File: src/rtl/pipe_ctrl_pkg.sv
// Shared types and constants for the pipeline stall/flush controller.
// Combinational-only definitions; no latency or backpressure of its own.
package pipe_ctrl_pkg;

    typedef enum logic {
        RUN     = 1'b0,
        MC_BUSY = 1'b1
    } state_t;

    localparam int DEF_REG_ADDR_WIDTH = 5;

    // Bit positions inside the stall/flush vectors.
    localparam int STG_IF_ID  = 0;
    localparam int STG_ID_EX  = 1;
    localparam int STG_EX_MEM = 2;
    localparam int STG_MEM_WB = 3;

endpackage

File: src/rtl/load_use_detect.sv
// Flags a RAW hazard between a load in EX and a source read in ID.
// Zero latency, purely combinational; no backpressure.
module load_use_detect #(
    parameter int REG_ADDR_WIDTH = 5
) (
    input  logic [REG_ADDR_WIDTH-1:0] id_rs1,
    input  logic [REG_ADDR_WIDTH-1:0] id_rs2,
    input  logic                      id_rs1_used,
    input  logic                      id_rs2_used,
    input  logic [REG_ADDR_WIDTH-1:0] ex_rd,
    input  logic                      ex_mem_read,
    output logic                      hazard
);

    logic rs1_hit;
    logic rs2_hit;

    assign rs1_hit = id_rs1_used && (id_rs1 == ex_rd);
    assign rs2_hit = id_rs2_used && (id_rs2 == ex_rd);
    // x0 is hardwired zero, so a load targeting it never creates a dependency.
    assign hazard  = ex_mem_read && (ex_rd != '0) && (rs1_hit || rs2_hit);

endmodule

File: src/rtl/pipeline_hazard_ctrl.sv
// Stall/flush sequencer for the 5-stage pipeline plus saturating perf counters.
// Controls are combinational same-cycle; memory wait freezes everything.
module pipeline_hazard_ctrl
    import pipe_ctrl_pkg::*;
#(
    parameter int REG_ADDR_WIDTH = DEF_REG_ADDR_WIDTH,
    parameter int MC_LATENCY     = 8,
    parameter int PERF_WIDTH     = 32
) (
    input  logic                      clk,
    input  logic                      reset,
    input  logic [REG_ADDR_WIDTH-1:0] id_rs1,
    input  logic [REG_ADDR_WIDTH-1:0] id_rs2,
    input  logic                      id_rs1_used,
    input  logic                      id_rs2_used,
    input  logic [REG_ADDR_WIDTH-1:0] ex_rd,
    input  logic                      ex_mem_read,
    input  logic                      ex_branch_taken,
    input  logic                      ex_mc_op,
    input  logic                      mem_req,
    input  logic                      mem_ready,
    output logic                      pc_en,
    output logic                      stall_if_id,
    output logic                      stall_id_ex,
    output logic                      stall_ex_mem,
    output logic                      stall_mem_wb,
    output logic                      flush_if_id,
    output logic                      flush_id_ex,
    output logic                      flush_ex_mem,
    output logic                      mc_busy,
    output logic [PERF_WIDTH-1:0]     perf_stall_cycles,
    output logic [PERF_WIDTH-1:0]     perf_flushes
);

    state_t                state_q, state_d;
    logic [7:0]            mc_cnt_q, mc_cnt_d;
    logic [PERF_WIDTH-1:0] stall_cnt_q, flush_cnt_q;
    logic [3:0]            stall_v;
    logic [2:0]            flush_v;
    logic                  pc_en_v;
    logic                  flush_evt;
    logic                  hazard;
    logic                  mem_hold;

    load_use_detect #(.REG_ADDR_WIDTH(REG_ADDR_WIDTH)) u_lud (
        .id_rs1      (id_rs1),
        .id_rs2      (id_rs2),
        .id_rs1_used (id_rs1_used),
        .id_rs2_used (id_rs2_used),
        .ex_rd       (ex_rd),
        .ex_mem_read (ex_mem_read),
        .hazard      (hazard)
    );

    assign mem_hold = mem_req & ~mem_ready;

    always_comb begin
        state_d   = state_q;
        mc_cnt_d  = mc_cnt_q;
        stall_v   = '0;
        flush_v   = '0;
        pc_en_v   = 1'b1;
        flush_evt = 1'b0;
        if (reset) begin
            pc_en_v  = 1'b0;
            state_d  = RUN;
            mc_cnt_d = '0;
        end else if (mem_hold) begin
            stall_v = '1;
            pc_en_v = 1'b0;
        end else begin
            unique case (state_q)
                RUN: begin
                    if (ex_mc_op) begin
                        pc_en_v             = 1'b0;
                        stall_v[STG_IF_ID]  = 1'b1;
                        stall_v[STG_ID_EX]  = 1'b1;
                        flush_v[STG_EX_MEM] = 1'b1;
                        mc_cnt_d            = 8'(MC_LATENCY - 2);
                        state_d             = MC_BUSY;
                    end else if (ex_branch_taken) begin
                        flush_v[STG_IF_ID] = 1'b1;
                        flush_v[STG_ID_EX] = 1'b1;
                        flush_evt          = 1'b1;
                    end else if (hazard) begin
                        pc_en_v            = 1'b0;
                        stall_v[STG_IF_ID] = 1'b1;
                        flush_v[STG_ID_EX] = 1'b1;
                    end
                end
                MC_BUSY: begin
                    if (mc_cnt_q != '0) begin
                        pc_en_v             = 1'b0;
                        stall_v[STG_IF_ID]  = 1'b1;
                        stall_v[STG_ID_EX]  = 1'b1;
                        flush_v[STG_EX_MEM] = 1'b1;
                        mc_cnt_d            = mc_cnt_q - 8'd1;
                    end else begin
                        // Release: EX/MEM captures the result; the op is still in EX.
                        state_d = RUN;
                    end
                end
                default: state_d = RUN;
            endcase
        end
    end

    always_ff @(posedge clk) begin
        if (reset) begin
            state_q     <= RUN;
            mc_cnt_q    <= '0;
            stall_cnt_q <= '0;
            flush_cnt_q <= '0;
        end else begin
            state_q  <= state_d;
            mc_cnt_q <= mc_cnt_d;
            if (!pc_en_v && (stall_cnt_q != '1))
                stall_cnt_q <= stall_cnt_q + 1'b1;
            if (flush_evt && (flush_cnt_q != '1))
                flush_cnt_q <= flush_cnt_q + 1'b1;
        end
    end

    assign pc_en             = pc_en_v;
    assign stall_if_id       = stall_v[STG_IF_ID];
    assign stall_id_ex       = stall_v[STG_ID_EX];
    assign stall_ex_mem      = stall_v[STG_EX_MEM];
    assign stall_mem_wb      = stall_v[STG_MEM_WB];
    assign flush_if_id       = flush_v[STG_IF_ID];
    assign flush_id_ex       = flush_v[STG_ID_EX];
    assign flush_ex_mem      = flush_v[STG_EX_MEM];
    assign mc_busy           = !reset && (state_q == MC_BUSY);
    assign perf_stall_cycles = stall_cnt_q;
    assign perf_flushes      = flush_cnt_q;

endmodule

File: config.mk
export PLATFORM = sky130hd
export DESIGN_NAME = pipeline_hazard_ctrl
export DESIGN_NICKNAME = d
export VERILOG_FILES = /design/src/rtl/pipe_ctrl_pkg.sv /design/src/rtl/load_use_detect.sv /design/src/rtl/pipeline_hazard_ctrl.sv
export SDC_FILE = /design/constraint.sdc
export NUM_CORES = 1
export LEC_CHECK = 0
export CORE_MARGIN = 5
export CORE_UTILIZATION = 37
export DETAILED_ROUTE_END_ITERATION = 7
export PLACE_DENSITY = 0.74
export SLEW_MARGIN = 15
export SYNTH_ARGS = -nofsm -noshare
export SYNTH_HDL_FRONTEND = slang
export SYNTH_SLANG_ARGS = --single-unit
File: constraint.sdc
create_clock -name clk -period 2.4 [get_ports clk]
set_input_delay 0.48 -clock clk [delete_from_list [all_inputs] [get_ports clk]]
set_output_delay 0.48 -clock clk [all_outputs]
set_load 0.02 [all_outputs]
==> results of run 1 <==
[registers in the layout, indices dropped and copies added (netlist names)]
register	cells
state_q	1
mc_cnt_q	8
perf_flushes	32
perf_stall_cycles	32
[power by group]
group | total [uW] | switching, uW | internal, uW
registers | 1260 | 22.9 | 1240
logic | 472 | 226 | 246
clock network | 1060 | 471 | 589
[stage by stage]
stage               total power [uW]  setup TNS, ns  cell area [sq um]
floorplan                       1511              0               3789
global placement                1685         -10.92               5116
detailed placement              1693         -11.90               5116
CTS                             2783        -0.3579               5411
global route                    2933        -0.6776               5553
finish                          2797        -0.2249               5553
[cell usage after synthesis (2+ instances only)]
library cell	number	share of area
sky130_fd_sc_hd__dfxtp_1	73	0.39
sky130_fd_sc_hd__nand4_1	27	0.045
sky130_fd_sc_hd__buf_6	2	0.0059
sky130_fd_sc_hd__nand2_1	33	0.033
sky130_fd_sc_hd__or4_1	3	0.0059
sky130_fd_sc_hd__o21ai_0	7	0.0092
sky130_fd_sc_hd__nor2_1	87	0.086
sky130_fd_sc_hd__nand3_2	9	0.024
sky130_fd_sc_hd__and2_1	5	0.0083
sky130_fd_sc_hd__nand4b_1	2	0.0046
sky130_fd_sc_hd__nor3_1	6	0.0079
sky130_fd_sc_hd__a21oi_1	10	0.013
sky130_fd_sc_hd__nor2b_1	4	0.0066
sky130_fd_sc_hd__clkbuf_1	13	0.013
sky130_fd_sc_hd__xnor2_1	27	0.062
sky130_fd_sc_hd__nand3_1	24	0.032
sky130_fd_sc_hd__ha_1	3	0.0099
sky130_fd_sc_hd__xor2_1	43	0.099
sky130_fd_sc_hd__nor4_1	7	0.012
sky130_fd_sc_hd__and3_1	19	0.031
sky130_fd_sc_hd__or3_1	7	0.012
sky130_fd_sc_hd__and4_1	4	0.0092
sky130_fd_sc_hd__a21o_1	2	0.0040
sky130_fd_sc_hd__inv_1	6	0.0059
sky130_fd_sc_hd__buf_2	2	0.0026
[routing by layer]
| layer | global-route usage | wire, um | up-vias | share of wire |
|---|---|---|---|---|
| met4 | 0.07056 | 244 | 0 | 0.024 |
| met2 | 0.2698 | 5106 | 93 | 0.50 |
| li1 | - | - | 1828 | - |
| met5 | 0 | 0 | - | 0 |
| met3 | 0.04803 | 503 | 20 | 0.049 |
| met1 | 0.1925 | 4423 | 1701 | 0.43 |
[tightest hold or removal path: cells and delay by family, from the launching register on]
| family | cells | cell delay (ns) |
|---|---|---|
| flip-flops | 1 | 0.34 |
| AO/OA/AOI/OAI | 2 | 0.14 |
[cell families (layout without fill, tap and decap cells)]
group | count (synthesis) | count (layout) | share of synthesized area
adder cells (fa/ha/maj) | 3 | 3 | 0.009909
AND/OR/NAND/NOR | 252 | 252 | 0.3629
XOR/XNOR | 70 | 70 | 0.1618
other | 0 | 1 | 0
buffers and inverters | 24 | 161 | 0.02939
multiplexers | 1 | 1 | 0.002642
flip-flops | 73 | 73 | 0.3857
AO/OA/AOI/OAI | 29 | 29 | 0.04756
[timing repair]
item / 4_1_cts / 5_1_grt
gates resized for setup: 51 / 28
setup buffers: 3 / 2
gates cloned: 0 / 1
endpoints found under the setup margin: 11 / 14
pin swaps: 11 / 14
[worst max path at each step]
stage	startpoint	to	slack [ns]	cells after the start
finish	mc_cnt_q[0]	pc_en	-0.06	8
global route	mc_cnt_q[0]	pc_en	-0.15	8
CTS	ex_rd[1]	perf_stall_cycles[18]	-0.09	10
detailed placement	ex_rd[1]	pc_en	-0.68	7
global placement	ex_rd[1]	pc_en	-0.69	7
floorplan	mc_cnt_q[0]	mc_cnt_q[7]	0.13	9
[cell type report]
cell class	instances	area [sq um]
diodes	1	2.502
fillers	886	4586
well taps	136	170.2
flip-flops and latches	73	1464
multi-input cells	355	2328
clock buffers	10	127.6
repair buffers	139	1345
clock inverters	6	90.09
inverters	6	25.02
==> impl_results.rst, run 1 <==
.. list-table::
   :header-rows: 1

   * - Metric
     - Value
   * - Area of the die
     - 0.01236 sq mm
   * - Number of global-route vias before repair
     - 3569
   * - Number of enable-type register cells in the synthesized netlist
     - 0
   * - Drt initial violations
     - 162
   * - Post-route clock period utilization
     - 1.026
   * - Leak
     - 0.002154 uW
   * - H-tree depth reported by CTS
     - 3
   * - Cell family with most CP delay
     - simple AND/OR/NAND/NOR gates
   * - Prevailing post-synth register cell
     - sky130_fd_sc_hd__dfxtp_1
   * - Unrepaired setup endpoints after global routing
     - yes
   * - Maximum root-to-sink buffer count
     - 2
   * - Worst-Margin Slew
     - 0.4575 ns
   * - Overall overflow remaining after global route
     - 0
   * - Series of cell instances along the critical path
     - inv_2, ha_4, or4bb_4, o21ai_4, nand2_2, a21o_4, inv_4, buf_6
   * - Number of flip-flops and latches in the synthesized netlist
     - 73
   * - Routed Wire Length
     - 10.28 mm
   * - Max stage delay cell, worst path
     - sky130_fd_sc_hd__or4bb_4
   * - Wire per inst
     - 14.16 um
   * - Worst setup timing slack at the placement stage
     - -0.6790 ns
   * - Data arrival time of the critical path
     - 1.98 ns
   * - Final instance count without filler cells
     - 726
   * - Worst Clk Skew
     - 0.01344 ns
   * - Relative slew slack
     - 0.6944
   * - TritonCTS clock tree
     - built
   * - Crit path largest cell delay
     - 0.48 ns
   * - Worst Reg-to-Reg Cells
     - 11
   * - Clock Sink Count
     - 73
   * - Hold buffer count at cts
     - 0
   * - Cell Pwr Density
     - 503.7 mW/mm^2
   * - HPWL reported at the end of detailed placement
     - 7.383 mm
   * - Class of the most critical hold timing path
     - reg2reg
   * - Chip width
     - 111.2 um
   * - Total number of vias
     - 3642
   * - Critical-path maximum fanout
     - 3
   * - CTS buffer count
     - 9
   * - Core utilization of the finished layout
     - 0.5477
   * - Required time at the worst-slack endpoint
     - 1.92 ns
   * - Async SR Flop Fraction
     - 0
   * - Endpoint of the worst hold-timing path
     - perf_flushes[14]
   * - Max-capacitance violation count
     - 0
   * - Mean area per synthesized cell
     - 8.382 sq um
   * - Synth warnings
     - 0
   * - Number of placed instances, taps included
     - 703
   * - Number of placed I/O pins
     - 97
   * - Synth-to-layout area growth
     - 46.57%
   * - Reg2Reg Capture Point
     - mc_cnt_q[7]
   * - Cell area after technology mapping
     - 0.003789 sq mm
   * - Violations in the final reports
     - setup timing
   * - Crit path kind
     - reg2out
   * - First-pass DRT Iterations
     - 4
   * - Register-to-register setup slack
     - -0.06 ns
   * - Total global routing track utilization
     - 0.1618
   * - Port Buffers
     - 96
   * - Worst Setup Start Kind
     - register
   * - Cell chosen for the clock root
     - sky130_fd_sc_hd__clkbuf_8
   * - Routability cong.
     - 0.8544
   * - Leading cell type in the layout, fill and taps excluded
     - sky130_fd_sc_hd__nor2_1
   * - First-pass GRT wire length
     - 16.85 mm
   * - Min-Delay Startpoint
     - perf_flushes[14]
   * - FF-to-FF Start
     - mc_cnt_q[1]
   * - Achievable clock frequency
     - 406.0 MHz
   * - Initial Utilization
     - 0.3737
   * - Worst ir drop on vdd
     - 0.2648 mV
   * - Slew Limit Fails
     - 0
   * - Clock-pin transition on the worst setup and hold timing paths
     - 0.08 ns
   * - Number of cells produced by synthesis
     - 452
   * - Mapped Nets
     - 479
   * - Buf+Inv Stages, Crit Path
     - 3
   * - Antenna viol nets, final
     - 0
   * - Proportion of layout cells with a drive suffix above 1
     - 0.1800
   * - Placeable core region
     - 0.01014 sq mm
   * - Post-route minimum period
     - 2.463 ns
   * - Total of endpoints with negative setup slack in the final report
     - 4
   * - Largest net degree at the start of global routing
     - 33
   * - Hold violation total from the final report
     - 0
   * - Antenna violations before repair
     - 1
   * - Proportion of synthesized chip area in sequential cells
     - 0.3857
   * - Die H
     - 111.2 um
   * - Run status
     - finished with violations
   * - Number of nets in the layout
     - 611
   * - Leading cell types in the layout, fill and taps excluded
     - sky130_fd_sc_hd__nor2_1 (85), sky130_fd_sc_hd__clkdlybuf4s50_1 (74), sky130_fd_sc_hd__dfxtp_1 (71)
   * - Skew-Pair Late Insertion Delay
     - 0.35 ns
   * - Worst hold slack
     - 0.5219 ns
   * - Final worst slack
     - -0.06324 ns
   * - Unique masters post-synth
     - 52
   * - Critical Path End Type
     - output port
   * - Placement Rows
     - 37
   * - Residual DRC count
     - 0
   * - Worst hold path stage count
     - 2
   * - Via density per instance
     - 5.017
No activity file was read; power rests on OpenSTA's default activity.
==> run 2: changes to the inputs <==
--- a/config.mk
+++ b/config.mk
@@ -5,10 +5,12 @@
 export SDC_FILE = /design/constraint.sdc
 export NUM_CORES = 1
 export LEC_CHECK = 0
+export CELL_PAD_IN_SITES_DETAIL_PLACEMENT = 0
+export CELL_PAD_IN_SITES_GLOBAL_PLACEMENT = 1
 export CORE_MARGIN = 5
-export CORE_UTILIZATION = 37
+export CORE_UTILIZATION = 33
 export DETAILED_ROUTE_END_ITERATION = 7
-export PLACE_DENSITY = 0.74
+export PLACE_DENSITY_LB_ADDON = 0.1
 export SLEW_MARGIN = 15
 export SYNTH_ARGS = -nofsm -noshare
 export SYNTH_HDL_FRONTEND = slang
==> run 2 against run 1 <==
The run still ends with setup timing left. Cell count increased by 2.2%. Largest cell class unchanged. Routed wire length increased by 3.6%. Total power increased by 12%. Design area increased by 2.4%. First-iteration DRC count decreased by 11%. Count of clock-buffer cells in the layout increased by 4. Sequential cell count unchanged. Global-route usage decreased by 0.18 points. Hold slack got worse by 0.0017 ns. Via count decreased by 1.0%. Critical path depth unchanged.
==> impl_results.rst, run 2 (synthesis results as in run 1) <==
.. list-table::
   :header-rows: 1

   * - Metric
     - Value
   * - Run status
     - finished with violations
   * - Violations in the final reports
     - setup timing
   * - Total global routing track utilization
     - 0.1601 (-0.001778)
   * - Hold buffer count at cts
     - 0 (unchanged)
   * - Slew Limit Fails
     - 0 (unchanged)
   * - Post-route minimum period
     - 2.431 ns (-0.03178 ns)
   * - Routability cong.
     - 0.7706 (-9.8%)
   * - CTS buffer count
     - 9 (unchanged)
   * - FF/Latch Area
     - 0.001464 sq mm (unchanged)
   * - Crit path largest cell delay
     - 0.48 ns (about the same)
   * - Chip width
     - 117.2 um (+5.4%)
   * - Placeable core region
     - 0.01132 sq mm (+12%)
   * - Final worst slack
     - -0.03146 ns (+0.03178 ns)
   * - Drt initial violations
     - 144 (-11%)
   * - Initial Utilization
     - 0.3347 (-0.03903)
   * - TritonCTS clock tree
     - built
   * - Critical Path End Type
     - output port
   * - Worst ir drop on vdd
     - 0.3277 mV (+24%)
   * - Area used by multi-input combinational logic
     - 0.002298 sq mm (-1.3%)
   * - Area of the die
     - 0.01372 sq mm (+11%)
   * - Clock Sink Count
     - 73 (unchanged)
   * - Endpoint of the worst hold-timing path
     - mc_cnt_q[7]
   * - Hold violation total from the final report
     - 0 (unchanged)
   * - Final std cell area, no fill
     - 0.005684 sq mm (+2.4%)
   * - Cell family with most CP delay
     - simple AND/OR/NAND/NOR gates
   * - Wire per inst
     - 14.34 um (+1.3%)
   * - Final instance count without filler cells
     - 742 (+2.2%)
   * - Number of global-route vias before repair
     - 3629 (+1.7%)
   * - Final Total Pwr
     - 3136 uW (+12%)
   * - Number of nets in the layout
     - 621 (+1.6%)
   * - Antenna diodes
     - 0 (-1)
   * - Min-Delay Startpoint
     - mc_cnt_q[7]
   * - Clock-pin transition on the worst setup and hold timing paths
     - 0.06 ns (-0.02 ns)
   * - Class of the most critical hold timing path
     - reg2reg
   * - Register-to-register setup slack
     - 0.08 ns (+0.14 ns)
   * - Worst hold path stage count
     - 2 (unchanged)
   * - Leading cell types in the layout, fill and taps excluded
     - sky130_fd_sc_hd__nor2_1 (85), sky130_fd_sc_hd__clkdlybuf4s50_1 (77), sky130_fd_sc_hd__dfxtp_1 (71)
   * - Series of cell instances along the critical path
     - inv_2, ha_4, or4bb_4, o21ai_4, nand2_2, a21o_4, inv_4, buf_6
   * - Skew-Pair Late Insertion Delay
     - 0.34 ns (about the same)
   * - Antenna viol nets, final
     - 0 (unchanged)
   * - Total of endpoints with negative setup slack in the final report
     - 3 (-1)
   * - Leading cell type in the layout, fill and taps excluded
     - sky130_fd_sc_hd__nor2_1
   * - Buf+Inv Stages, Crit Path
     - 3 (unchanged)
   * - FF-to-FF Start
     - mc_cnt_q[0]
   * - Post-route clock period utilization
     - 1.013 (-0.01324)
   * - Antenna violations before repair
     - 0 (-1)
   * - Overall overflow remaining after global route
     - 0 (unchanged)
   * - Required time at the worst-slack endpoint
     - 1.92 ns (about the same)
   * - Max stage delay cell, worst path
     - sky130_fd_sc_hd__or4bb_4
   * - Crit path kind
     - reg2out
   * - Via density per instance
     - 4.857 (-3.2%)
   * - Placement Rows
     - 39 (+5.4%)
   * - Reg2Reg Capture Point
     - mc_cnt_q[7]
   * - Worst Clk Skew
     - 0.009830 ns (-0.003612 ns)
   * - Number of placed I/O pins
     - 97 (unchanged)
   * - Total number of vias
     - 3604 (-1.0%)
   * - Number of placed instances, taps included
     - 718 (+2.1%)
   * - Port Buffers
     - 96 (unchanged)
   * - Proportion of layout cells with a drive suffix above 1
     - 0.1853 (+0.005343)
   * - Routed Wire Length
     - 10.64 mm (+3.6%)
   * - Fill cell instance count of the final layout
     - 1113 (+26%)
   * - Cell Pwr Density
     - 551.7 mW/mm^2 (+9.5%)
   * - First-pass DRT Iterations
     - 5 (+1)
   * - Data arrival time of the critical path
     - 1.95 ns (-0.03 ns)
   * - Largest net degree at the start of global routing
     - 49 (+48%)
   * - Maximum root-to-sink buffer count
     - 2 (unchanged)
   * - Unrepaired setup endpoints after global routing
     - yes
   * - Synth-to-layout area growth
     - 50.03%
   * - Max-capacitance violation count
     - 0 (unchanged)
   * - Worst Reg-to-Reg Cells
     - 10 (-1)
   * - H-tree depth reported by CTS
     - 3 (unchanged)
   * - HPWL reported at the end of detailed placement
     - 7.701 mm (+4.3%)
   * - Critical-path maximum fanout
     - 3 (unchanged)
   * - Worst-Margin Slew
     - 0.5151 ns (+0.05761 ns)
   * - Cell chosen for the clock root
     - sky130_fd_sc_hd__clkbuf_16
   * - Leak
     - 0.002200 uW (+2.1%)
   * - Relative slew slack
     - 0.6566 (-0.03777)
   * - Setup TNS after final layout
     - -0.08089 ns (+0.1440 ns)
   * - Worst hold slack
     - 0.5202 ns (-0.001737 ns)
   * - First-pass GRT wire length
     - 17.36 mm (+3.0%)
   * - Worst Setup Start Kind
     - register
   * - Cell area reported after detailed placement
     - 0.005185 sq mm (+1.3%)
   * - Residual DRC count
     - 0 (unchanged)
   * - Achievable clock frequency
     - 411.3 MHz (+1.3%)
   * - Die H
     - 117.2 um (+5.4%)
-- run 2: changes by cell type in the layout (fill, tap and decap cells not counted), sizes merged, moves of 3 or more --
cell	before	now
buf	48	58
clkbuf	11	15
dlymetal6s2s	10	6
clkdlybuf4s50	74	77
-- run 2: worst max path at each step --
stage / slack (ns) / end / cells past startpoint / from
floorplan: 0.13 / mc_cnt_q[7] / 9 / mc_cnt_q[0]
CTS: -0.04 / stall_id_ex / 8 / mc_cnt_q[1]
global route: -0.11 / pc_en / 8 / mc_cnt_q[0]
finish: -0.03 / pc_en / 8 / mc_cnt_q[0]
detailed placement: -0.75 / pc_en / 7 / ex_rd[1]
global placement: -0.69 / pc_en / 7 / ex_rd[1]
-- run 2: layer usage --
layer / up-vias / share of wire / GRT usage
li1: 1846 / - / -
met1: 1692 / 0.47 / 0.2028
met2: 56 / 0.48 / 0.2613
met3: 10 / 0.041 / 0.04370
met4: 0 / 0.017 / 0.05734
met5: - / 0 / 0
-- run 2: where the power goes --
group | switching (uW) | internal (uW)
Clock | 513 | 889
Combinational | 227 | 242
Sequential | 21.3 | 1240
-- run 2: layout make-up --
type / count / area share
multi-input combinational: 355 / 0.4044
sequential: 73 / 0.2575
timing repair buffer: 149 / 0.2479
clock buffer: 14 / 0.04821
tap: 143 / 0.03148
clock inverter: 2 / 0.006163
inverter: 6 / 0.004402
-- run 2: per-stage QoR --
| stage | utilization | setup slack, ns |
|---|---|---|
| after floorplan | - | 0.1298 |
| after global placement | 0.4580 | -0.6935 |
| after global routing | 0.5021 | -0.1081 |
| after detailed placement | 0.4580 | -0.7512 |
| after CTS | 0.4902 | -0.04493 |
| final | 0.5021 | -0.03146 |
-- run 2: worst min-delay path, cell delays in order (launching register included) --
cell                      delay (ns)
sky130_fd_sc_hd__dfxtp_1        0.34
sky130_fd_sc_hd__xor2_1         0.07
sky130_fd_sc_hd__nor2_1         0.07
-- run 2: timing repair --
action | CTS | global route
pin swaps | 5 | 14
gates cloned | 0 | 1
endpoints found under the setup margin | 14 | 20
setup buffers | 1 | 6
gates resized for setup | 53 | 18
